`src/rtl/hazard_stall_if.sv`:
```
// hazard_stall_if: hazard inputs and stall/flush/perf outputs of the pipeline stall sequencer
interface hazard_stall_if #(
   parameter int CNT_W = 32
);
   logic [4:0]       id_rs_i;
   logic [4:0]       id_rt_i;
   logic             id_uses_rs_i;
   logic             id_uses_rt_i;
   logic             ex_mem_read_i;
   logic [4:0]       ex_rt_i;
   logic             icache_ready_i;
   logic             dcache_req_i;
   logic             dcache_ready_i;
   logic             ex_mispredict_i;
   logic             perf_clr_i;
   logic             pc_stall_o;
   logic             ifid_stall_o;
   logic             idex_stall_o;
   logic             exmem_stall_o;
   logic             ifid_flush_o;
   logic             idex_flush_o;
   logic             memwb_flush_o;
   logic             dstall_timeout_o;
   logic [CNT_W-1:0] cnt_load_use_o;
   logic [CNT_W-1:0] cnt_dmiss_o;
   logic [CNT_W-1:0] cnt_imiss_o;
   logic [CNT_W-1:0] cnt_flush_o;
   modport master (
      output id_rs_i, id_rt_i, id_uses_rs_i, id_uses_rt_i, ex_mem_read_i, ex_rt_i,
             icache_ready_i, dcache_req_i, dcache_ready_i, ex_mispredict_i, perf_clr_i,
      input  pc_stall_o, ifid_stall_o, idex_stall_o, exmem_stall_o, ifid_flush_o,
             idex_flush_o, memwb_flush_o, dstall_timeout_o,
             cnt_load_use_o, cnt_dmiss_o, cnt_imiss_o, cnt_flush_o
   );
   modport slave (
      input  id_rs_i, id_rt_i, id_uses_rs_i, id_uses_rt_i, ex_mem_read_i, ex_rt_i,
             icache_ready_i, dcache_req_i, dcache_ready_i, ex_mispredict_i, perf_clr_i,
      output pc_stall_o, ifid_stall_o, idex_stall_o, exmem_stall_o, ifid_flush_o,
             idex_flush_o, memwb_flush_o, dstall_timeout_o,
             cnt_load_use_o, cnt_dmiss_o, cnt_imiss_o, cnt_flush_o
   );
endinterface

```
`src/rtl/hazard_stall_ctrl.sv`:
```
// hazard_stall_ctrl: per-stage stall/flush sequencing for load-use, cache-miss and mispredict hazards
module hazard_stall_ctrl #(
   parameter int CNT_W   = 32,
   parameter int TIMEOUT = 1024
) (
   input logic           clk,
   input logic           rst,
   hazard_stall_if.slave h
);
   localparam int WD_W = $clog2(TIMEOUT);
   localparam logic [WD_W-1:0] WD_MAX = WD_W'(TIMEOUT - 1);
   typedef enum logic [1:0] {RUN = 2'd0, DWAIT = 2'd1, IWAIT = 2'd2} state_e;
   state_e           state_q;
   logic [WD_W-1:0]  wd_q;
   logic             timeout_q;
   logic [CNT_W-1:0] cnt_q [4];
   logic             lu, dm, im, frz, fl, luh, imh;
   logic [3:0]       hit;
   always_comb begin
      lu  = h.ex_mem_read_i && h.ex_rt_i != 5'd0 &&
            ((h.id_uses_rs_i && h.id_rs_i == h.ex_rt_i) || (h.id_uses_rt_i && h.id_rt_i == h.ex_rt_i));
      dm  = h.dcache_req_i && !h.dcache_ready_i;
      im  = !h.icache_ready_i;
      frz = dm || (state_q == DWAIT && !h.dcache_ready_i);
      fl  = !frz && h.ex_mispredict_i;
      luh = !frz && !fl && lu;
      imh = !frz && !fl && !lu && im;
      hit = {imh, luh, fl, frz};
   end
   assign h.pc_stall_o       = frz || luh || imh;
   assign h.ifid_stall_o     = frz || luh;
   assign h.idex_stall_o     = frz;
   assign h.exmem_stall_o    = frz;
   assign h.memwb_flush_o    = frz;
   assign h.ifid_flush_o     = fl || imh;
   assign h.idex_flush_o     = fl || luh;
   assign h.dstall_timeout_o = timeout_q;
   assign h.cnt_dmiss_o      = cnt_q[0];
   assign h.cnt_flush_o      = cnt_q[1];
   assign h.cnt_load_use_o   = cnt_q[2];
   assign h.cnt_imiss_o      = cnt_q[3];
   always_ff @(posedge clk) begin
      if (rst) begin
         state_q   <= RUN;
         wd_q      <= '0;
         timeout_q <= 1'b0;
         for (int i = 0; i < 4; i++) cnt_q[i] <= '0;
      end else begin
         case (state_q)
            RUN:     state_q <= dm ? DWAIT : imh ? IWAIT : RUN;
            DWAIT:   state_q <= h.dcache_ready_i ? RUN : DWAIT;
            IWAIT:   state_q <= dm ? DWAIT : (h.icache_ready_i || h.ex_mispredict_i) ? RUN : IWAIT;
            default: state_q <= RUN;
         endcase
         // wd is zero on the first DWAIT cycle and parks at its limit so the error keeps re-arming
         wd_q      <= (state_q != DWAIT) ? '0 : (wd_q == WD_MAX) ? wd_q : wd_q + 1'b1;
         timeout_q <= !h.perf_clr_i && (timeout_q || (state_q == DWAIT && wd_q == WD_MAX && !h.dcache_ready_i));
         for (int i = 0; i < 4; i++)
            cnt_q[i] <= h.perf_clr_i ? '0 : (hit[i] && !(&cnt_q[i])) ? cnt_q[i] + 1'b1 : cnt_q[i];
      end
   end
endmodule

```
`src/flat_wrapper.sv`:
```
// flat-port wrapper written by rule: the top's interface ports become plain ports
module hazard_stall_ctrl_flat 
#(
   parameter int CNT_W   = 32,
   parameter int TIMEOUT = 1024
)
  (clk, rst, h_id_rs_i, h_id_rt_i, h_id_uses_rs_i, h_id_uses_rt_i, h_ex_mem_read_i, h_ex_rt_i, h_icache_ready_i, h_dcache_req_i, h_dcache_ready_i, h_ex_mispredict_i, h_perf_clr_i, h_pc_stall_o, h_ifid_stall_o, h_idex_stall_o, h_exmem_stall_o, h_ifid_flush_o, h_idex_flush_o, h_memwb_flush_o, h_dstall_timeout_o, h_cnt_load_use_o, h_cnt_dmiss_o, h_cnt_imiss_o, h_cnt_flush_o);
  hazard_stall_if #(.CNT_W(CNT_W)) h_i ();
  input logic clk;
  input logic rst;
  input wire logic [$bits(h_i.id_rs_i)-1:0] h_id_rs_i;
  input wire logic [$bits(h_i.id_rt_i)-1:0] h_id_rt_i;
  input wire logic [$bits(h_i.id_uses_rs_i)-1:0] h_id_uses_rs_i;
  input wire logic [$bits(h_i.id_uses_rt_i)-1:0] h_id_uses_rt_i;
  input wire logic [$bits(h_i.ex_mem_read_i)-1:0] h_ex_mem_read_i;
  input wire logic [$bits(h_i.ex_rt_i)-1:0] h_ex_rt_i;
  input wire logic [$bits(h_i.icache_ready_i)-1:0] h_icache_ready_i;
  input wire logic [$bits(h_i.dcache_req_i)-1:0] h_dcache_req_i;
  input wire logic [$bits(h_i.dcache_ready_i)-1:0] h_dcache_ready_i;
  input wire logic [$bits(h_i.ex_mispredict_i)-1:0] h_ex_mispredict_i;
  input wire logic [$bits(h_i.perf_clr_i)-1:0] h_perf_clr_i;
  output wire logic [$bits(h_i.pc_stall_o)-1:0] h_pc_stall_o;
  output wire logic [$bits(h_i.ifid_stall_o)-1:0] h_ifid_stall_o;
  output wire logic [$bits(h_i.idex_stall_o)-1:0] h_idex_stall_o;
  output wire logic [$bits(h_i.exmem_stall_o)-1:0] h_exmem_stall_o;
  output wire logic [$bits(h_i.ifid_flush_o)-1:0] h_ifid_flush_o;
  output wire logic [$bits(h_i.idex_flush_o)-1:0] h_idex_flush_o;
  output wire logic [$bits(h_i.memwb_flush_o)-1:0] h_memwb_flush_o;
  output wire logic [$bits(h_i.dstall_timeout_o)-1:0] h_dstall_timeout_o;
  output wire logic [$bits(h_i.cnt_load_use_o)-1:0] h_cnt_load_use_o;
  output wire logic [$bits(h_i.cnt_dmiss_o)-1:0] h_cnt_dmiss_o;
  output wire logic [$bits(h_i.cnt_imiss_o)-1:0] h_cnt_imiss_o;
  output wire logic [$bits(h_i.cnt_flush_o)-1:0] h_cnt_flush_o;
  assign h_i.id_rs_i = h_id_rs_i;
  assign h_i.id_rt_i = h_id_rt_i;
  assign h_i.id_uses_rs_i = h_id_uses_rs_i;
  assign h_i.id_uses_rt_i = h_id_uses_rt_i;
  assign h_i.ex_mem_read_i = h_ex_mem_read_i;
  assign h_i.ex_rt_i = h_ex_rt_i;
  assign h_i.icache_ready_i = h_icache_ready_i;
  assign h_i.dcache_req_i = h_dcache_req_i;
  assign h_i.dcache_ready_i = h_dcache_ready_i;
  assign h_i.ex_mispredict_i = h_ex_mispredict_i;
  assign h_i.perf_clr_i = h_perf_clr_i;
  assign h_pc_stall_o = h_i.pc_stall_o;
  assign h_ifid_stall_o = h_i.ifid_stall_o;
  assign h_idex_stall_o = h_i.idex_stall_o;
  assign h_exmem_stall_o = h_i.exmem_stall_o;
  assign h_ifid_flush_o = h_i.ifid_flush_o;
  assign h_idex_flush_o = h_i.idex_flush_o;
  assign h_memwb_flush_o = h_i.memwb_flush_o;
  assign h_dstall_timeout_o = h_i.dstall_timeout_o;
  assign h_cnt_load_use_o = h_i.cnt_load_use_o;
  assign h_cnt_dmiss_o = h_i.cnt_dmiss_o;
  assign h_cnt_imiss_o = h_i.cnt_imiss_o;
  assign h_cnt_flush_o = h_i.cnt_flush_o;
  hazard_stall_ctrl #(.CNT_W(CNT_W), .TIMEOUT(TIMEOUT)) u_core (.clk(clk), .rst(rst), .h(h_i));
endmodule
```
`config.mk`:
```
export PLATFORM = sky130hd
export DESIGN_NAME = hazard_stall_ctrl_flat
export DESIGN_NICKNAME = d
export VERILOG_FILES = /design/src/rtl/hazard_stall_if.sv /design/src/rtl/hazard_stall_ctrl.sv /design/src/flat_wrapper.sv
export SDC_FILE = /design/constraint.sdc
export NUM_CORES = 1
export LEC_CHECK = 0
export CORE_ASPECT_RATIO = 1.25
export CORE_UTILIZATION = 51
export CTS_BUF_LIST = sky130_fd_sc_hd__clkbuf_8 sky130_fd_sc_hd__clkbuf_16
export DETAILED_ROUTE_END_ITERATION = 12
export MAX_ROUTING_LAYER = met4
export PLACE_DENSITY = 0.81
export SLEW_MARGIN = 15
export SYNTH_ARGS = -nofsm -noshare
export SYNTH_HDL_FRONTEND = slang
export SYNTH_SLANG_ARGS = --single-unit
```
`constraint.sdc`:
```
create_clock -name clk -period 2.5 [get_ports clk]
set_input_delay 0.5 -clock clk [delete_from_list [all_inputs] [get_ports clk]]
set_output_delay 0.5 -clock clk [all_outputs]
set_load 0.01 [all_outputs]
```
## Word-level counts from Yosys, hierarchy flattened

Memories as Yosys holds them, arrays and structs flattened.
Cells that the tools add are included.

- Bits in registers: 13
- RAM bits: 128
- Memories kept: 1
- Bits of input ports: 25
- Logic and storage cells: 83

Memories:

| memory | depth | width | rd ports | clocked after Yosys merged registers in | write ports | line | source |
|---|---|---|---|---|---|---|---|
| u_core.cnt_q | 4 | 32 | 4 | 0 | 4 | hazard_stall_ctrl.sv:16 | `logic [CNT_W-1:0] cnt_q [4];` |

- Bitwise logic cells: 4
- Equal/unequal tests: 6
- Add/subtract/negate cells: 5
- Mux-type cells: 21
- Reductions and logical operators: 43

Operators with widths:

| operator | number |
|---|---|
| $mux W32 | 12 |
| $add A32 B1 Y32 const B | 4 |
| $reduce_and A32 Y1 | 4 |
| $logic_and A1 B1 Y1 | 18 |
| $add A10 B1 Y10 const B | 1 |
| $eq A10 B10 Y1 const B | 1 |
| $eq A5 B5 Y1 | 2 |
| $logic_not A1 Y1 | 10 |
| $logic_or A1 B1 Y1 | 8 |
| $mux W2 | 4 |
| $pmux W2 S3 | 1 |
| $reduce_bool A5 Y1 | 1 |
| $mux W1 | 4 |
| $or A1 B1 Y1 | 4 |
| $eq A2 B1 Y1 const B | 1 |
| $eq A2 B2 Y1 const B | 1 |
| $logic_not A2 Y1 | 1 |
| $ne A2 B1 Y1 const B | 1 |
| $reduce_or A2 Y1 | 1 |

## Depth between registers and ports, before layout

- Depth in word-level cells: 13
- Mapped depth: 9
- Mapped depth without buffers: 7

## Least setup slack after synthesis

Ideal clock, no wire load.

- Path type: input port to output port
- From: input port h_ex_rt_i[0]
- To: output port h_pc_stall_o
- Path slack: 42 ps
- Arrival: 1958 ps
- Stages: 7
- Data required time: 2000 ps
- Cell sequence: or4_4 o21ai_4 nor3_2 nand2_1 clkbuf_1 buf_2 o211ai_1

- Longest elaborated chain between the ends: 8

RTL lines:

| what | line | source |
|---|---|---|
| start, declared | flat_wrapper.sv:16 | `input wire logic [$bits(h_i.ex_rt_i)-1:0] h_ex_rt_i;` |
| $eq A5 B5 Y1 | hazard_stall_ctrl.sv:21 | `((h.id_uses_rs_i && h.id_rs_i == h.ex_rt_i) \|\| (h.id_uses_rt_i && h.id_rt_i == h.ex_rt_i));` |
| $logic_and A1 B1 Y1 | hazard_stall_ctrl.sv:21 |  |
| $logic_or A1 B1 Y1 | hazard_stall_ctrl.sv:21 |  |
| $logic_and A1 B1 Y1 * | hazard_stall_ctrl.sv:20 | `lu = h.ex_mem_read_i && h.ex_rt_i != 5'd0 &&` |
| $logic_not A1 Y1 | hazard_stall_ctrl.sv:27 | `imh = !frz && !fl && !lu && im;` |
| $logic_and A1 B1 Y1 (2 in a row) | hazard_stall_ctrl.sv:27 |  |
| $logic_or A1 B1 Y1 * | hazard_stall_ctrl.sv:30 | `assign h.pc_stall_o = frz \|\| luh \|\| imh;` |
| end, declared | flat_wrapper.sv:22 | `output wire logic [$bits(h_i.pc_stall_o)-1:0] h_pc_stall_o;` |

Mark *: on every way between the ends. The rest lies on a longest branch, timed or not.

## Worst setup path after layout

Same ends and word-level chain as after synthesis.

==> results_dict.tcl <==
set metrics [dict create \
    status "finished, final reports clean" \
    cp-end-kind "output port" \
    critPathMaxStageDelay_ns 0.44 \
    synth_cells 880 \
    syn_area_per_cell_um2 8.21 \
    antenna_cells 0 \
    die_area_mm2 0.0146 \
    cpLargestDelayFamily "buffers and inverters" \
    syn-num-nets 910 \
    hold_path.class "register to register" \
    start_util 0.523 \
    ys_ff_latch 141 \
    synth.distinct_cells 54 \
    ioPinCount 161 \
    grt_pass1_vias 6608 \
    synth_area_mm2 0.00722 \
    drv_cap 0 \
    drive_gt1_frac 0.104 \
    critPathBufInv 3 \
    h-tree-depth 4 \
    cts_buffers 17 \
    max_slew_margin 0.579 \
    fp.coreArea_mm2 0.0138 \
    cts_root_buffer "clkbuf_16" \
    combPwrFrac 0.049 \
    fin_crit_sh 0.981 \
    finalPower_mw 5.07 \
    worstSetupStartpointType "input port" \
    cts_sinks 141 \
    power_switching_share 0.225 \
    antenna_found_initial 0 \
    p_leak_nw 3.23 \
    max-vdd-ir-drop_uv 378 \
    rsz0062_at_grt "true" \
    grt_overflow 0 \
    portBuffers 160 \
    grt_max_degree 57 \
    drc_errors 0 \
    maxSlewViolCount 0 \
    min_period_ns 2.45 \
    yosysSeqAreaShare 0.391 \
    synth-warning-count 0 \
    stdcell_area_mm2 0.00990 \
    wirelength_mm 19.7 \
    dp_hpwl_mm 14.0 \
    ys.flop_type "dfxtp_1" \
    crit_end "h_pc_stall_o" \
    ant_nets 0 \
    reg2reg_depth 6 \
    crit_arrival_ns 1.95 \
    crit_type "input port to output port" \
    synth_top_area_cell "dfxtp_1" \
    fin_worst_skew_ns 0.00618 \
    p_sw_mw 1.14 \
    ys_async_sr_fraction 0 \
    fillers 1147 \
    grt_first_pass_wirelength_mm 31.8 \
    clk_pin_slew_ns 0.06 \
    track_usage 0.279 \
    via_per_inst 5.89 \
    insertion_delay_ns 0.42 \
    finalSetupViolCount 0 \
    fin_util 0.717 \
    drtPass1Iterations 5 \
    reg2reg_slack_ns 0.22 \
    worst_slew_pin_slew_ns 0.625 \
    crit_start "h_ex_rt_i[0]" \
    worstSetupPathDepth 7 \
    synth.area.top_cells "dfxtp_1 (39%), xnor2_1 (4.9%), nand3_1 (4.4%)" \
    dp_cells 1224 \
    internal-power_mw 3.93 \
    hold_violations 0 \
    areaGrowthSynthToFinish_pct 37.1 \
    hold_depth 2 \
    synth_edf_count 0 \
    synth_top_area_share 0.391 \
    p_per_area_mw_per_mm2 512 \
    wl_per_cell_um 15.6 \
    clk_path_buf_depth 2 \
    worstPathCellList "dlygate4sd2_1, or4_4, o21ai_4, buf_6, nor2b_4, o211ai_1, buf_2" \
    row_count 48 \
    r2r_start "u_core.cnt_q[3][3]$_SDFFE_PP0P_" \
    critical_path_required_ns 2.00 \
    gp_congestion 0.800 \
    die-width_um 108 \
    cts_tree "done" \
    crit_fanout 3 \
    p_clk_frac 0.505 \
    r2r-end "u_core.cnt_q[3][30]$_SDFFE_PP0P_" \
    hold_start "u_core.state_q[1]$_SDFF_PP0_" \
    slowest_stage "or4_4" \
    finalNetCount 1101 \
    die_height_um 135 \
    max_freq_mhz 408 \
    p_seq_frac 0.445 \
    num_vias 7420 \
    fin_cells 1259 \
    placed_area_mm2 0.00928 \
    drtIter0Drc 437 \
]
==> routing by layer <==
layer | share of wire | up-vias | track usage
met5 | 0 | - | -
met4 | 0.020 | 0 | 0.0998
met3 | 0.049 | 32 | 0.0478
met2 | 0.51 | 203 | 0.475
met1 | 0.42 | 3541 | 0.326
li1 | - | 3644 | -
==> power groups by stage <==
stage | combinational (mW) | sequential (mW) | clock (mW)
6_report | 0.250 | 2.26 | 2.56
5_1_grt | 0.270 | 2.26 | 2.69
4_1_cts | 0.249 | 2.26 | 2.59
3_5_place_dp | 0.255 | 2.31 | 0
3_3_place_gp | 0.252 | 2.31 | 0
2_1_floorplan | 0.116 | 2.31 | 0
==> worst min path at each step <==
stage | to | slack (ns)
final | u_core.state_q[1]$_SDFF_PP0_ | 0.49
after global placement | u_core.h.dstall_timeout_o$_SDFF_PP0_ | 0.45
after global routing | u_core.cnt_q[3][22]$_SDFFE_PP0P_ | 0.52
after floorplan | u_core.state_q[1]$_SDFF_PP0_ | 0.44
after CTS | u_core.state_q[1]$_SDFF_PP0_ | 0.48
after detailed placement | u_core.state_q[1]$_SDFF_PP0_ | 0.47
==> registers in the layout, indices dropped and copies added, names as in the netlist <==
signal                     flops
u_core.h.dstall_timeout_o      1
u_core.wd_q                   10
u_core.cnt_q                 128
u_core.state_q                 2
==> layout by cell type, fill, tap and decap left out, drive strengths merged, types with 11 or more instances in the layout <==
cell	n
o31ai	29
or4	32
and4	20
nor4	24
a21oi	54
xor2	29
nor2	84
o21ai	31
nand3	64
buf	63
nand4	39
and2	11
clkdlybuf4s50	137
clkbuf	17
inv	18
nand2	81
nor3	27
dfxtp	141
mux2i	12
xnor2	40
or3	32
and3	24
==> tightest hold or removal path, cell delays in order (launching register included) <==
cell and delay (ns):
dfxtp_1 0.34, inv_1 0.06, a21oi_1 0.05
==> cell families (layout without fill, tap and decap cells) <==
group,count (synthesis),after routing,share of synthesized area
buffers and inverters,58,262,0.0327
muxes,12,12,0.0166
and+or+nand+nor,455,455,0.345
xor gates and xnor gates,69,69,0.0837
AOI/OAI and AO/OA,140,140,0.123
adders and majority gates,5,5,0.00866
DFF,141,141,0.391
==> metrics by stage <==
| stage | setup WS [ns] | setup TNS, ns | hold WS (ns) |
|---|---|---|---|
| 2_1_floorplan | 0.0416 | 0 | 0.442 |
| 3_3_place_gp | -0.692 | -15.94 | 0.453 |
| 3_5_place_dp | -0.709 | -19.37 | 0.473 |
| 4_1_cts | 0.00565 | 0 | 0.481 |
| 5_1_grt | -0.0189 | -0.0189 | 0.517 |
| 6_report | 0.0481 | 0 | 0.488 |
==> final cells by class <==
class / instances / area, um^2 / area share
clock buffer: 17 / 425 / 0.0430
inverter: 14 / 52.6 / 0.00531
multi-input combinational: 681 / 4190 / 0.423
timing repair buffer: 216 / 2020 / 0.204
sequential: 141 / 2820 / 0.285
tap: 175 / 219 / 0.0221
clock inverter: 15 / 174 / 0.0176
==> synth_stat cells (6+ instances only) <==
cell and instances:
dfxtp_1 141, nor2_1 84, nand2_1 80, nand3_1 64, a21oi_1 54, xnor2_1 40, nand4_1 38, or3_1 32
clkbuf_1 31, or4_1 31, o31ai_1 29, xor2_1 29, nor3_1 26, o21ai_0 26, and3_1 24, nor4_1 22
and4_1 20, inv_1 13, mux2i_1 12, and2_1 11, buf_2 9, o31a_1 6
==> what timing repair did <==
action	in CTS	in global routing
pin swaps	13	7
resized for setup	39	13
cloned	0	0
hold buffers	0	0
buffers inserted	3	0
setup endpoints to repair	5	7
Note: power is estimated with default switching activity, not from simulation.
